### config.mk
export PLATFORM = sky130hd
export DESIGN_NAME = if_fetch_flat
export DESIGN_NICKNAME = d
export VERILOG_FILES = /design/src/rtl/if_fetch_if.sv /design/src/rtl/if_fetch.sv /design/src/flat_wrapper.sv
export SDC_FILE = /design/constraint.sdc
export NUM_CORES = 1
export LEC_CHECK = 0
export ABC_AREA = 1
export CAP_MARGIN = 20
export CORE_UTILIZATION = 49
export CTS_CLUSTER_SIZE = 28
export DETAILED_ROUTE_END_ITERATION = 8
export PLACE_DENSITY_LB_ADDON = 0.25
export SYNTH_ARGS = -nofsm -noshare
export SYNTH_HDL_FRONTEND = slang
export SYNTH_SLANG_ARGS = --single-unit
### constraint.sdc
create_clock -name clk -period 1.73 [get_ports clk]
set_input_delay 0.346 -clock clk [delete_from_list [all_inputs] [get_ports clk]]
set_output_delay 0.346 -clock clk [all_outputs]
set_load 0.02 [all_outputs]
### src/rtl/if_fetch_if.sv
// Fetch-stage bus bundle: incrementer loop, redirect, instruction-memory
// request/response and the decode-side instruction stream.
//
// Handshakes: a transfer happens on a rising clock edge where both valid and
// ready are high. Valid never depends on ready. imem_rsp_valid_i has no ready;
// the fetch stage always accepts (or discards) a response in the cycle it is
// presented.
interface if_fetch_if #(
  parameter int DWIDTH = 32
);
  logic [DWIDTH-1:0] pc_o;
  logic [DWIDTH-1:0] pc_plus4_i;
  logic              redirect_valid_i;
  logic [DWIDTH-1:0] redirect_pc_i;
  logic              imem_req_valid_o;
  logic              imem_req_ready_i;
  logic [DWIDTH-1:0] imem_req_addr_o;
  logic              imem_rsp_valid_i;
  logic [31:0]       imem_rsp_data_i;
  logic              id_valid_o;
  logic              id_ready_i;
  logic [DWIDTH-1:0] id_pc_o;
  logic [31:0]       id_instr_o;

  modport master (
    output pc_o,
    input  pc_plus4_i,
    input  redirect_valid_i,
    input  redirect_pc_i,
    output imem_req_valid_o,
    input  imem_req_ready_i,
    output imem_req_addr_o,
    input  imem_rsp_valid_i,
    input  imem_rsp_data_i,
    output id_valid_o,
    input  id_ready_i,
    output id_pc_o,
    output id_instr_o
  );

  modport slave (
    input  pc_o,
    output pc_plus4_i,
    output redirect_valid_i,
    output redirect_pc_i,
    input  imem_req_valid_o,
    output imem_req_ready_i,
    input  imem_req_addr_o,
    output imem_rsp_valid_i,
    output imem_rsp_data_i,
    input  id_valid_o,
    output id_ready_i,
    input  id_pc_o,
    input  id_instr_o
  );
endinterface

### src/rtl/if_fetch.sv
// Instruction-fetch stage: owns the fetch PC, issues one outstanding memory
// request at a time and buffers returned words in a 2-entry FIFO for decode.
// Redirects from execute flush the FIFO and squash any in-flight response.
module if_fetch #(
  parameter int                DWIDTH   = 32,
  parameter logic [DWIDTH-1:0] RESET_PC = '0
) (
  input  logic        clk,
  input  logic        rst_n,
  if_fetch_if.master  bus,
  output logic [1:0]  dbg_state
);

  localparam logic [1:0] ST_FETCH = 2'd0;
  localparam logic [1:0] ST_WAIT  = 2'd1;
  localparam logic [1:0] ST_DROP  = 2'd2;

  logic [1:0]        state;
  logic [DWIDTH-1:0] pc;
  logic [DWIDTH-1:0] pending_pc;
  logic [DWIDTH-1:0] fifo_pc    [2];
  logic [31:0]       fifo_instr [2];
  logic              rd_ptr;
  logic              wr_ptr;
  logic [1:0]        count;

  logic redirect;
  logic rsp;
  logic req_valid;
  logic req_fire;
  logic id_valid;
  logic push;
  logic pop;

  assign redirect  = bus.redirect_valid_i;
  assign rsp       = bus.imem_rsp_valid_i;
  assign dbg_state = state;

  // Request/decode qualification; rst_n gating keeps outputs quiet in reset.
  always_comb begin
    req_valid = rst_n && (state == ST_FETCH) && (count < 2'd2) && !redirect;
    id_valid  = rst_n && (count != 2'd0) && !redirect;
    req_fire  = req_valid && bus.imem_req_ready_i;
    pop       = id_valid && bus.id_ready_i;
    push      = (state == ST_WAIT) && rsp && !redirect;
  end

  assign bus.pc_o             = pc;
  assign bus.imem_req_addr_o  = pc;
  assign bus.imem_req_valid_o = req_valid;
  assign bus.id_valid_o       = id_valid;
  assign bus.id_pc_o          = (count != 2'd0) ? fifo_pc[rd_ptr]    : '0;
  assign bus.id_instr_o       = (count != 2'd0) ? fifo_instr[rd_ptr] : '0;

  // PC, outstanding-request FSM and pending PC; redirect wins over all else.
  always_ff @(posedge clk or negedge rst_n) begin
    if (!rst_n) begin
      pc         <= RESET_PC;
      state      <= ST_FETCH;
      pending_pc <= '0;
    end else if (redirect) begin
      pc <= {bus.redirect_pc_i[DWIDTH-1:2], 2'b00};
      case (state)
        ST_WAIT, ST_DROP: state <= rsp ? ST_FETCH : ST_DROP;
        default:          state <= ST_FETCH;
      endcase
    end else begin
      case (state)
        ST_FETCH: begin
          if (req_fire) begin
            pending_pc <= pc;
            pc         <= bus.pc_plus4_i;
            state      <= ST_WAIT;
          end
        end
        ST_WAIT: if (rsp) state <= ST_FETCH;
        ST_DROP: if (rsp) state <= ST_FETCH;
        default: state <= ST_FETCH;
      endcase
    end
  end

  // Two-entry FIFO toward decode; a redirect empties it in one cycle.
  always_ff @(posedge clk or negedge rst_n) begin
    if (!rst_n) begin
      count  <= 2'd0;
      rd_ptr <= 1'b0;
      wr_ptr <= 1'b0;
      for (int i = 0; i < 2; i++) begin
        fifo_pc[i]    <= '0;
        fifo_instr[i] <= '0;
      end
    end else if (redirect) begin
      count  <= 2'd0;
      rd_ptr <= 1'b0;
      wr_ptr <= 1'b0;
    end else begin
      if (push) begin
        fifo_pc[wr_ptr]    <= pending_pc;
        fifo_instr[wr_ptr] <= bus.imem_rsp_data_i;
        wr_ptr             <= ~wr_ptr;
      end
      if (pop) rd_ptr <= ~rd_ptr;
      case ({push, pop})
        2'b10:   count <= count + 2'd1;
        2'b01:   count <= count - 2'd1;
        default: count <= count;
      endcase
    end
  end

endmodule
### src/flat_wrapper.sv
// flat-port wrapper written by rule: the top's interface ports become plain ports
module if_fetch_flat 
#(
  parameter int                DWIDTH   = 32,
  parameter logic [DWIDTH-1:0] RESET_PC = '0
)
  (clk, rst_n, dbg_state, bus_pc_o, bus_pc_plus4_i, bus_redirect_valid_i, bus_redirect_pc_i, bus_imem_req_valid_o, bus_imem_req_ready_i, bus_imem_req_addr_o, bus_imem_rsp_valid_i, bus_imem_rsp_data_i, bus_id_valid_o, bus_id_ready_i, bus_id_pc_o, bus_id_instr_o);
  if_fetch_if #(.DWIDTH(DWIDTH)) bus_i ();
  input  logic clk;
  input  logic rst_n;
  output logic [1:0] dbg_state;
  output wire logic [$bits(bus_i.pc_o)-1:0] bus_pc_o;
  input wire logic [$bits(bus_i.pc_plus4_i)-1:0] bus_pc_plus4_i;
  input wire logic [$bits(bus_i.redirect_valid_i)-1:0] bus_redirect_valid_i;
  input wire logic [$bits(bus_i.redirect_pc_i)-1:0] bus_redirect_pc_i;
  output wire logic [$bits(bus_i.imem_req_valid_o)-1:0] bus_imem_req_valid_o;
  input wire logic [$bits(bus_i.imem_req_ready_i)-1:0] bus_imem_req_ready_i;
  output wire logic [$bits(bus_i.imem_req_addr_o)-1:0] bus_imem_req_addr_o;
  input wire logic [$bits(bus_i.imem_rsp_valid_i)-1:0] bus_imem_rsp_valid_i;
  input wire logic [$bits(bus_i.imem_rsp_data_i)-1:0] bus_imem_rsp_data_i;
  output wire logic [$bits(bus_i.id_valid_o)-1:0] bus_id_valid_o;
  input wire logic [$bits(bus_i.id_ready_i)-1:0] bus_id_ready_i;
  output wire logic [$bits(bus_i.id_pc_o)-1:0] bus_id_pc_o;
  output wire logic [$bits(bus_i.id_instr_o)-1:0] bus_id_instr_o;
  assign bus_pc_o = bus_i.pc_o;
  assign bus_i.pc_plus4_i = bus_pc_plus4_i;
  assign bus_i.redirect_valid_i = bus_redirect_valid_i;
  assign bus_i.redirect_pc_i = bus_redirect_pc_i;
  assign bus_imem_req_valid_o = bus_i.imem_req_valid_o;
  assign bus_i.imem_req_ready_i = bus_imem_req_ready_i;
  assign bus_imem_req_addr_o = bus_i.imem_req_addr_o;
  assign bus_i.imem_rsp_valid_i = bus_imem_rsp_valid_i;
  assign bus_i.imem_rsp_data_i = bus_imem_rsp_data_i;
  assign bus_id_valid_o = bus_i.id_valid_o;
  assign bus_i.id_ready_i = bus_id_ready_i;
  assign bus_id_pc_o = bus_i.id_pc_o;
  assign bus_id_instr_o = bus_i.id_instr_o;
  if_fetch #(.DWIDTH(DWIDTH), .RESET_PC(RESET_PC)) u_core (.clk(clk), .rst_n(rst_n), .bus(bus_i), .dbg_state(dbg_state));
endmodule
==> reports/summary.txt <==
Run status: complete, but fails checks
Failing checks: setup timing
Max incr delay on CP: 370 ps
Commonest cells after routing, fill and taps aside: nand2_1, dfrtp_1, o21ai_0
Synth area leaders: dfrtp_1, nand2_1, o21ai_0
Slew HR: 52.4%
Largest net degree at the start of global routing: 138
Initial core utilization: 50.6%
CP Data Required Time: 1380 ps
Die area: 18,600 um2
Category of the critical setup timing path: flop to output pin
Class of the most critical hold timing path: input port to async pin
Number of buffer and inverter instances along the worst setup path: 4
Detailed router's first-iteration violation count: 583
Total inserted antenna cells: 0
Number of buffers inserted during clock tree synthesis: 17
Least-Margin Pin Slew: 714 ps
H-tree depth reported by CTS: 4
Highest layer used for signal routing: met4
Part of the cycle the worst path needs: 116%
Via count of the routed design: 8,063
Residual overflow from global routing: 0
Crit path capture type: output pin
Register clock-pin slew on the reported worst setup and hold paths: 70 ps
Sum Neg Setup Slack: -12,500 ps
DRC violations left: 0
Share of post-route cells with drive strength above 1: 22.8%
Commonest non-fill, non-tap cell in the layout: nand2_1
Detailed-routing iteration count for the pre-antenna-repair pass: 5
Total wire length after detailed routing: 25.3 mm
Area of the mapped netlist: 8840 um2
Max-capacitance violation count: 0
Site Rows: 48
Instance count of the mapped netlist: 1,059
Net count after synthesis: 1,163
Min cycle time layout: 2000 ps
IR Drop Worst-Case VDD: 911 uV
Unique cell type count in the Yosys netlist: 25
Hold Worst Slack: 225 ps
Number of antenna violations at the first check in global routing: 0
Yosys synthesis warning count: 0
RSZ-0062 raised after global routing: true
RD Place Congestion: 0.799
Vias in the first global route: 7,461
Clock tree from TritonCTS: built
Total setup violations reported at the end of the flow: 66
Vert. Die Dim: 136 um
Cell type with the highest aggregate area in the netlist: dfrtp_1
Worst R2R Path Depth: 9
Met2 layer wire length in the routed design: 12.8 mm
Detail-routed net length per standard cell: 16.7 um
Fraction of the yosys area taken by sequential cells: 56.1%
Clk_skew: 9.36 ps
Final core utilization: 75.1%
Worst-case register-to-register setup slack: 10 ps
Capturing point of the worst reg2reg path: u_core.fifo_instr[14]
Highest clock frequency the design can meet: 500 MHz
Met1 Routed Length: 10.8 mm
Maximum fanout encountered on the critical timing path: 6
Synthesis-stage register bit count: 198
Static power due to leakage: 0.00623 uW
Max Transition Viols Final: 0
Setup WS post-layout: -269 ps
Buffers added on ports: 231
Longest Clk Path Bufs: 2
Global-route wire length before repair: 36.9 mm
Post-synthesis average cell area: 8.35 um2
Total power per unit cell area: 1560 nW/um2
Drt via density: 5.30
Endpoint arrival time on the critical path: 1650 ps
Total global-route track usage: 25.7%
Cell-by-cell trace of the critical path: buf_12 > buf_12 > buf_6 > nand2_1 > a21oi_2 > buf_4
Number of nets in the layout: 1,389
Chip width: 136 um
Remaining antenna violation count: 0
Crit start category: flop
Clock sink count: 198
Signed area change from the synthesized netlist to the final layout: 48.5%
Startpoint of the worst register-to-register path: u_core.dbg_state[1]
Cell class contributing the biggest share of worst-path delay: buffers and inverters
Endpoints failing hold: 0
Portion of synthesized cell area occupied by the leading cell type: 56.1%
Cell at the root of the clock tree: clkbuf_16
Most used cell along the critical path: buf_12
Total met3 wirelength after detailed routing: 1.43 mm
HPWL after detailed placement: 15.1 mm
Number of placed I/O pins: 234
Clock latency on the worst-skew pair: 430 ps
Core footprint: 17,500 um2
Max stage delay cell, worst path: dfrtp_2
Critical Path Source: u_core.rd_ptr
## power breakdown
part	internal [uW]	leakage (uW)	switching, uW
clock network	2210	0.000283	1690
logic	4250	0.00345	4990
registers	6300	0.00250	1070
## what timing repair did
item                                    CTS  global route
buffers inserted                         13             8
pin swaps                                 3            42
gates cloned                              3            11
hold buffers                              0             0
resized for setup                       436           160
endpoints found under the setup margin  132           165
## worst max path at each step
stage,end,cells after the start
2_1_floorplan,bus_imem_req_valid_o,5
4_1_cts,bus_id_pc_o[22],5
3_3_place_gp,bus_imem_req_valid_o,5
3_5_place_dp,bus_imem_req_valid_o,5
6_report,bus_id_instr_o[27],6
5_1_grt,bus_id_instr_o[27],6
## Yosys cell counts (all sizes together)
library cell  number
o21bai             1
buf               69
o211ai             8
nand3             81
nand2            320
dfrtp            198
clkbuf            33
nor2              27
nor3               1
ha                 2
nand4              2
inv               87
o21ai            143
a21oi             87
## layer usage
layer  vias to the layer above  GRT usage, %
met5                         -             0
met3                        29          4.18
met4                         0          7.47
met2                       293          41.7
met1                      3912          35.7
li1                       3829             -
## state kept, by name, summed over array words and instances, names as in the netlist
register / cells
u_core.fifo_pc: 64
u_core.fifo_instr: 64
u_core.count: 2
u_core.pending_pc: 32
u_core.rd_ptr: 1
u_core.bus.imem_req_addr_o: 32
u_core.dbg_state: 2
u_core.wr_ptr: 1
## cell families (layout without fill, tap and decap cells)
kind of cell               count (synthesis)  count (layout)  share of synthesized area (%)
adders and majority gates                  2               2                          0.283
DFF                                      198             198                           56.1
buffers and inverters                    189             426                           10.0
and+or+nand+nor                          431             431                           19.8
AOI/OAI and AO/OA                        239             239                           13.8
## cell type report
cell class | count | area, um2
clock inverter | 10 | 121
multi-input combinational | 672 | 3550
sequential | 198 | 4960
inverter | 87 | 365
timing repair buffer | 309 | 3390
clock buffer | 20 | 457
tap | 225 | 282
fill | 1251 | 4350
## per-stage QoR
| step | instance area (um2) | total power [uW] | setup slack (ps) | std cells |
|---|---|---|---|---|
| floorplan | 8840 | 11200 | 106 | 1059 |
| global placement | 11400 | 14200 | -446 | 1457 |
| detailed placement | 11400 | 14400 | -450 | 1457 |
| CTS | 12200 | 18900 | -240 | 1502 |
| global route | 13100 | 21700 | -311 | 1521 |
| finish | 13100 | 20500 | -269 | 1521 |
## tightest hold or removal path, delay by kind of cell
kind	cells	cell delay (ps)
buf+inv	3	790
Note: power is estimated with default switching activity, not from simulation.
